[src/rtl/spi_slave_core.sv]
// SPI mode-0 responder: oversamples sclk/ss_n/mosi in the clk domain, receives
// fixed-length MSB-first frames and shifts out a preloaded (or idle) word.
module spi_slave_core #(
  parameter int unsigned           DATA_WIDTH = 32,
  parameter logic [DATA_WIDTH-1:0] IDLE_WORD  = '0
) (
  input  logic                  clk,
  input  logic                  reset,
  input  logic                  sclk,
  input  logic                  ss_n,
  input  logic                  mosi,
  output logic                  miso,
  output logic                  miso_oe,
  input  logic [DATA_WIDTH-1:0] tx_data,
  input  logic                  tx_load,
  output logic                  tx_busy,
  output logic [DATA_WIDTH-1:0] rx_data,
  output logic                  rx_valid,
  output logic                  frame_error,
  output logic [1:0]            fsm_state
);

  localparam int unsigned CW = $clog2(DATA_WIDTH + 1);
  localparam logic [CW-1:0] CNT_FULL = CW'(DATA_WIDTH);
  localparam logic [CW-1:0] CNT_LAST = CW'(DATA_WIDTH - 1);

  typedef enum logic [1:0] {
    ST_IDLE     = 2'd0,
    ST_ACTIVE   = 2'd1,
    ST_WAIT_END = 2'd2
  } state_t;

  state_t state_q, state_d;

  // Handshake: tx_load is a single-cycle strobe with no ready; it is always
  // accepted. rx_valid and frame_error are single-cycle strobes with no
  // backpressure; rx_data holds until the next completed frame.

  logic [2:0] sclk_sync;
  logic [2:0] ss_sync;
  logic [1:0] mosi_sync;

  logic sclk_rise, sclk_fall, ss_fall, ss_rise;

  logic [CW-1:0]         bit_cnt_q, bit_cnt_d;
  logic [DATA_WIDTH-1:0] rx_shift_q, rx_shift_d;
  logic [DATA_WIDTH-1:0] tx_shift_q, tx_shift_d;
  logic [DATA_WIDTH-1:0] tx_buf_q, tx_buf_d;
  logic                  tx_pending_q, tx_pending_d;
  logic [DATA_WIDTH-1:0] rx_data_d;
  logic                  miso_d, miso_oe_d, tx_busy_d, rx_valid_d, frame_error_d;
  logic [DATA_WIDTH-1:0] frame_word;

  // ss_n synchronisers reset to "selected" so a frame already in progress at
  // reset release produces no fall event and is skipped from WAIT_END.
  always_ff @(posedge clk or posedge reset) begin
    if (reset) begin
      sclk_sync <= 3'b000;
      ss_sync   <= 3'b000;
      mosi_sync <= 2'b00;
    end else begin
      sclk_sync <= {sclk_sync[1:0], sclk};
      ss_sync   <= {ss_sync[1:0], ss_n};
      mosi_sync <= {mosi_sync[0], mosi};
    end
  end

  assign sclk_rise =  sclk_sync[1] & ~sclk_sync[2];
  assign sclk_fall = ~sclk_sync[1] &  sclk_sync[2];
  assign ss_fall   = ~ss_sync[1]   &  ss_sync[2];
  assign ss_rise   =  ss_sync[1]   & ~ss_sync[2];

  always_ff @(posedge clk or posedge reset) begin
    if (reset) begin
      state_q      <= ST_WAIT_END;
      bit_cnt_q    <= '0;
      rx_shift_q   <= '0;
      tx_shift_q   <= '0;
      tx_buf_q     <= IDLE_WORD;
      tx_pending_q <= 1'b0;
      miso         <= 1'b0;
      miso_oe      <= 1'b0;
      tx_busy      <= 1'b0;
      rx_data      <= '0;
      rx_valid     <= 1'b0;
      frame_error  <= 1'b0;
    end else begin
      state_q      <= state_d;
      bit_cnt_q    <= bit_cnt_d;
      rx_shift_q   <= rx_shift_d;
      tx_shift_q   <= tx_shift_d;
      tx_buf_q     <= tx_buf_d;
      tx_pending_q <= tx_pending_d;
      miso         <= miso_d;
      miso_oe      <= miso_oe_d;
      tx_busy      <= tx_busy_d;
      rx_data      <= rx_data_d;
      rx_valid     <= rx_valid_d;
      frame_error  <= frame_error_d;
    end
  end

  always_comb begin
    state_d       = state_q;
    bit_cnt_d     = bit_cnt_q;
    rx_shift_d    = rx_shift_q;
    tx_shift_d    = tx_shift_q;
    tx_buf_d      = tx_buf_q;
    tx_pending_d  = tx_pending_q;
    miso_d        = miso;
    miso_oe_d     = miso_oe;
    tx_busy_d     = tx_busy;
    rx_data_d     = rx_data;
    rx_valid_d    = 1'b0;
    frame_error_d = 1'b0;
    frame_word    = IDLE_WORD;

    if (tx_load) begin
      tx_buf_d     = tx_data;
      tx_pending_d = 1'b1;
    end

    if (tx_load)           frame_word = tx_data;
    else if (tx_pending_q) frame_word = tx_buf_q;

    unique case (state_q)
      ST_IDLE: begin
        if (ss_fall) begin
          state_d      = ST_ACTIVE;
          tx_shift_d   = frame_word;
          miso_d       = frame_word[DATA_WIDTH-1];
          miso_oe_d    = 1'b1;
          tx_busy_d    = 1'b1;
          bit_cnt_d    = '0;
          tx_pending_d = 1'b0;
        end
      end

      ST_ACTIVE: begin
        if (bit_cnt_q == CNT_FULL) begin
          // Completion wins over any ss_n rise seen this or the previous cycle;
          // the synchronised level tells whether to skip WAIT_END.
          rx_data_d  = rx_shift_q;
          rx_valid_d = 1'b1;
          miso_d     = 1'b0;
          if (ss_sync[1]) begin
            state_d   = ST_IDLE;
            miso_oe_d = 1'b0;
            tx_busy_d = 1'b0;
            bit_cnt_d = '0;
          end else begin
            state_d = ST_WAIT_END;
          end
        end else if (ss_rise && !(sclk_rise && bit_cnt_q == CNT_LAST)) begin
          frame_error_d = 1'b1;
          state_d       = ST_IDLE;
          miso_d        = 1'b0;
          miso_oe_d     = 1'b0;
          tx_busy_d     = 1'b0;
          bit_cnt_d     = '0;
        end else begin
          if (sclk_rise) begin
            rx_shift_d = {rx_shift_q[DATA_WIDTH-2:0], mosi_sync[1]};
            bit_cnt_d  = bit_cnt_q + CW'(1);
          end
          if (sclk_fall) begin
            tx_shift_d = {tx_shift_q[DATA_WIDTH-2:0], 1'b0};
            miso_d     = tx_shift_q[DATA_WIDTH-2];
          end
        end
      end

      ST_WAIT_END: begin
        miso_d = 1'b0;
        if (ss_sync[1]) begin
          state_d   = ST_IDLE;
          miso_oe_d = 1'b0;
          tx_busy_d = 1'b0;
          bit_cnt_d = '0;
        end
      end

      default: begin
        state_d = ST_WAIT_END;
      end
    endcase
  end

  assign fsm_state = state_q;

endmodule

[config.mk]
export PLATFORM = sky130hd
export DESIGN_NAME = spi_slave_core
export DESIGN_NICKNAME = d
export VERILOG_FILES = /design/src/rtl/spi_slave_core.sv
export SDC_FILE = /design/constraint.sdc
export NUM_CORES = 1
export LEC_CHECK = 0
export CAP_MARGIN = 40
export CORE_MARGIN = 10
export CORE_UTILIZATION = 55
export CTS_BUF_LIST = sky130_fd_sc_hd__clkbuf_8
export DETAILED_ROUTE_END_ITERATION = 8
export DONT_BUFFER_PORTS = 1
export GPL_TIMING_DRIVEN = 0
export PLACE_DENSITY = 0.78
export SLEW_MARGIN = 20
export SYNTH_ARGS = -nofsm -noshare
export SYNTH_HDL_FRONTEND = slang
export SYNTH_SLANG_ARGS = --single-unit
[constraint.sdc]
create_clock -name clk -period 13.1 [get_ports clk]
set_input_delay 1.965 -clock clk [delete_from_list [all_inputs] [get_ports clk]]
set_output_delay 1.965 -clock clk [all_outputs]
set_load 0.1 [all_outputs]
==> flow_summary.toml, run 1 <==
[routing]
vias = 4142
via_per_inst = 5.74
wirelength_um = 14200
dr.pass1.iters = 5
drt-initial-drc-count = 275
drc_errors = 0
antenna_left = 0
avgRoutedWirePerCell_um = 19.7

[place]
gp_congestion = 0.868
io_buffers = 0
detailed_place_hpwl_um = 10000

[run_status]
status = "finished, final reports clean"

[power]
pwr-share-clk = 0.262
p_seq_frac = 0.419
p_comb_frac = 0.319
swShare = 0.329
p_leak_nw = 3.67
p_int_mw = 0.961
p_sw_mw = 0.470
vdd_drop_max_mv = 0.104
powerDensity_nw_per_um2 = 176

[min_path]
min-delay-path-class = "reg2reg"

[setup_path]
ff2ff_setup_slack_ns = 9.98
end_kind = "primary output"
startpoint_type = "flip-flop"
cp.required_ns = 11.14
cp.arrival_ns = 1.33
cp_max_fo = 4
timing_worst_setup_path_type = "reg2out"

[timing]
fin_tns_setup_ns = 0
tightestPinTransition_ns = 0.756
finalCritPeriodShare = 0.252
setup_violations = 0
min_period_ns = 3.30
relSlewSlack = 0.489
final_hold_viol_count = 0
clock-skew-final_ns = 0.0130
drv_slew = 0
rsz0062_at_grt = "no"
fmax_ghz = 0.303
holdWs_ns = 0.355

[cts]
cts_resized = 0
cts_buffer_depth = 2
cts.sinks = 149
holdBufCountCts = 0
cts.repair_timing.setup_buffer_count = 0
numCtsBuffers = 17
cts_htree_levels = 4
path_clk_slew_ns = 0.07
worstSkewPairLatency_ns = 0.45
cts_tree = "built"
cts-root-buf = "clkbuf_8"

[cells_and_area]
syn_to_final_growth_pct = 27.8
mostFrequentLayoutCells = "148 x dfrtp_1, 127 x mux2_2, 42 x nand2_1"
fin_nets = 611
final_common_cell = "dfrtp_1"
antenna_cells = 0
drive_gt1_frac = 0.367
fillers = 756

[floorplanning]
initial_utilization = 0.561
die-area_sq_um = 16300
die_w_um = 128
ios = 77
core_sq_um = 11400
rows = 39
die_y_um = 128

[global_route]
antenna_found_initial = 0
grt_pass1_wl_um = 23300
grt_pass1_vias = 4623
gr-total-overflow = 0
grt_usage = 0.181
grt_max_degree = 77

[yosys]
synthesis.instances = 484
synth_flop_cell = "dfrtp_1"
syn_area_sq_um = 6380
ys_seq_elements = 149
ys_seq_area_frac = 0.585
synth-edff-count = 0
synth_largest_area_cell = "dfrtp_1"
async_flop_share = 1.00
ys.warnings.count = 0
avgSynthCellArea_sq_um = 13.2
yosysUniqueCellTypes = 41
netlist_top_cells_area = "dfrtp_1 58%, mux2_2 22%, a22oi_1 3.5%"
synth_nets = 528
synth_top_area_frac = 0.581

[flow_run]
maxCapViolations = 0
[registers in the layout (all words and copies together), names as in the netlist]
name,count
rx_shift_q,32
tx_buf_q,32
frame_error,1
miso_oe,1
rx_data,32
ss_sync,3
sclk_sync,3
tx_pending_q,1
bit_cnt_q,6
miso,1
rx_valid,1
fsm_state,2
tx_shift_q,31
tx_busy,1
mosi_sync,2
[power by group through the flow]
stage	logic, mW	registers [mW]	clock network [mW]
finish	0.457	0.599	0.376
global route	0.500	0.608	0.401
CTS	0.461	0.599	0.382
detailed placement	0.458	0.607	0
global placement	0.349	0.647	0
floorplan	0.296	0.637	0
[final timing paths]
path / startpoint / endpoint / cells past startpoint
max: fsm_state[1] / fsm_state[1] / 0
min: ss_sync[0] / ss_sync[1] / 0
max reg2reg: fsm_state[1] / rx_shift_q[7] / 7
min reg2reg: ss_sync[0] / ss_sync[1] / 0
max in group asynchronous: reset / fsm_state[1] / 2
min in group asynchronous: reset / rx_data[26] / 1
[routing by layer]
layer  up-vias  share of wire  global-route usage
met5         -              0                   0
met4         0          0.017              0.0709
met3        26          0.081              0.0732
met2       123           0.53               0.316
met1      2083           0.37               0.190
li1       1910              -                   -
[stage by stage]
stage,worst slack [ns],instance area [sq um],std cells,power (mW),utilization
after floorplan,7.13,6380,484,0.933,-
after global placement,5.84,6560,627,0.996,0.577
after detailed placement,9.74,7700,690,1.07,0.677
after CTS,9.70,8120,720,1.44,0.715
after global routing,9.75,8150,721,1.51,0.717
final,9.80,8150,721,1.43,0.717
[logic make-up after synthesis]
kind of cell               Yosys count  synth area share
DFF                                149             0.585
adders and majority gates            6            0.0118
AOI/OAI and AO/OA                   89            0.0942
buffers and inverters               40            0.0296
and+or+nand+nor                     73            0.0551
muxes                              127             0.224
[synth_stat cells (2+ instances only)]
cell / instances
inv_1: 11
and2_1: 3
and3_1: 2
nand3_1: 4
a41oi_1: 2
a21oi_1: 6
nor3_1: 2
nor2_1: 4
nand2b_1: 5
nand4_1: 3
a22o_1: 3
mux2_2: 127
a22oi_1: 30
nor2b_1: 3
a21o_1: 2
buf_6: 4
nand2_1: 42
buf_2: 7
clkbuf_1: 18
ha_1: 6
dfrtp_1: 148
o21ai_0: 33
[cell type report]
class / count / area (sq um) / share of cell area
Timing Repair Buffer: 64 / 1170 / 0.143
Sequential cell: 149 / 3730 / 0.458
Clock inverter: 11 / 160 / 0.0196
Inverter: 11 / 48.8 / 0.00599
Clock buffer: 19 / 262 / 0.0321
Multi-Input combinational cell: 295 / 2460 / 0.301
Buffer: 29 / 148 / 0.0181
Tap cell: 143 / 179 / 0.0219
Power figures use the tool's default switching activity.
==> inputs of run 2 (changes only) <==
- PLACE_DENSITY: 0.78 -> 0.81
- clock period: 13.1 -> 2.74 ns (I/O delays scaled with it)
==> run 2 against run 1 <==
Effect of this change:
- via count increased by 0.41%
- setup slack worse by 9.6 ns
- register-to-register slack got worse by 9.8 ns
- sequential share of layout area shrank 0.15 points
- combinational power grew to 4.6 times the previous value
- first-iteration DRC count is 6.9% higher
- wire length fell by 1.3%
- design area up 0.52%
- global-route usage barely moved
- count of clock-buffer cells in the layout rose by 1
- core utilization is 0.37 points higher
- clock skew is essentially flat
- critical path type is now reg2reg
- largest cell class unchanged
==> flow_summary.toml, run 2 (synthesis gave the netlist of run 1 again) <==
[run_status]
status = "finished, final reports clean"

[min_path]
hp-start = "tx_data[10]"
min-delay-path-class = "in2reg"

[cells_and_area]
fillers = 710
multi_input_area_sq_um = 2460
drive_gt1_frac = 0.374
final_common_cell = "dfrtp_1"
mostFrequentLayoutCells = "147 x dfrtp_1, 127 x mux2_2, 42 x nand2_1"
register_area_sq_um = 3740
antenna_cells = 0
fin_util = 0.721
layout_top_registers = "rx_data: 32 flops, rx_shift_q: 32 flops, tx_buf_q: 32 flops"
syn_to_final_growth_pct = 28.5
fin_nets = 617
final_cell_area_sq_um = 8190

[setup_path]
cp.required_ns = 3.06
reg2reg_from = "bit_cnt_q[0]"
cp.arrival_ns = 2.89
timing_worst_setup_path_type = "reg2reg"
cp_max_fo = 10
startpoint_type = "flip-flop"
crit_path_start = "bit_cnt_q[0]"
end_kind = "flip-flop"

[floorplanning]
die-area_sq_um = 16300
initial_utilization = 0.561
ios = 77
core_sq_um = 11400
die_w_um = 128
rows = 39
die_y_um = 128

[timing]
holdWs_ns = 0.107
setup_violations = 0
tightestPinTransition_ns = 0.884
finalCritPeriodShare = 0.936
drv_slew = 0
fin_tns_setup_ns = 0
clock-skew-final_ns = 0.0127
min_period_ns = 2.57
final_hold_viol_count = 0
rsz0062_at_grt = "no"
relSlewSlack = 0.411
fmax_ghz = 0.390

[global_route]
grt_usage = 0.180
grt_max_degree = 38
antenna_found_initial = 0
grt_pass1_vias = 4514
gr-total-overflow = 0
grt_pass1_wl_um = 23400

[routing]
drc_errors = 0
via_per_inst = 5.71
wirelength_um = 14000
dr.pass1.iters = 4
antenna_left = 0
vias = 4159
avgRoutedWirePerCell_um = 19.3
drt-initial-drc-count = 294

[power]
powerDensity_nw_per_um2 = 824
p_leak_nw = 3.68
vdd_drop_max_mv = 0.539
finalPower_mw = 6.75

[cts]
cts_buffer_depth = 2
cts-root-buf = "clkbuf_8"
worstSkewPairLatency_ns = 0.45
numCtsBuffers = 17
cts_htree_levels = 4
path_clk_slew_ns = 0.08
cts.sinks = 149
cts_tree = "built"

[flow_run]
maxCapViolations = 0

[place]
io_buffers = 0
postPlaceCellArea_sq_um = 7720
gp_congestion = 0.846
detailed_place_hpwl_um = 10100
==> run 2: cell type report <==
class,instances,share of cell area
Clock buffer,20,0.0336
Timing Repair Buffer,70,0.148
Buffer,29,0.0188
Inverter,11,0.00550
Tap cell,143,0.0218
Sequential cell,149,0.456
Clock inverter,12,0.0156
Multi-Input combinational cell,295,0.301
==> run 2: repair_timing <==
item | in CTS | in global routing
pin swaps | 1 | 0
resized for setup | 3 | 3
hold buffers | 4 | 0
setup buffers | 1 | 0
hold endpoints to repair | 21 | 0
endpoints found under the setup margin | 35 | 42
==> run 2: power by group <==
part | leakage (nW) | switching [mW] | internal, mW | total (mW)
clock | 0.203 | 0.819 | 0.880 | 1.70
combinational | 1.55 | 1.14 | 0.973 | 2.12
sequential | 1.92 | 0.345 | 2.59 | 2.93
total | 3.68 | 2.31 | 4.44 | 6.75
==> run 2: path summary, 6_finish.rpt <==
| check | slack (ns) | cells after the start | end |
|---|---|---|---|
| max | 0.17 | 10 | tx_shift_q[1] |
| min | 0.11 | 1 | tx_buf_q[10] |
| max reg2reg | 0.17 | 10 | tx_shift_q[1] |
| min reg2reg | 0.35 | 0 | mosi_sync[1] |
| max in group asynchronous | 1.52 | 4 | fsm_state[0] |
| min in group asynchronous | 0.47 | 2 | rx_valid |
==> run 2: critical path, stage by stage (launching register included) <==
cell	delay (ns)
dfrtp_1	0.41
inv_1	0.12
ha_1	0.15
or3b_1	0.33
buf_2	0.15
o21a_1	0.22
and2_1	0.17
buf_6	0.13
a31oi_4	0.24
buf_6	0.19
mux2_2	0.35
==> run 2: per-stage QoR <==
step                      cells  setup WS, ns
after floorplan             484         0.210
after global placement      627        -0.390
after detailed placement    692        -0.430
after CTS                   729        0.0463
after global routing        729       0.00814
final                       729         0.175
==> run 2: metal layers <==
layer | vias up | wire length, um | track usage
li1 | 1911 | - | -
met1 | 2118 | 5440 | 0.203
met2 | 108 | 7270 | 0.300
met3 | 22 | 1160 | 0.0761
met4 | 0 | 182 | 0.0662
met5 | - | 0 | 0
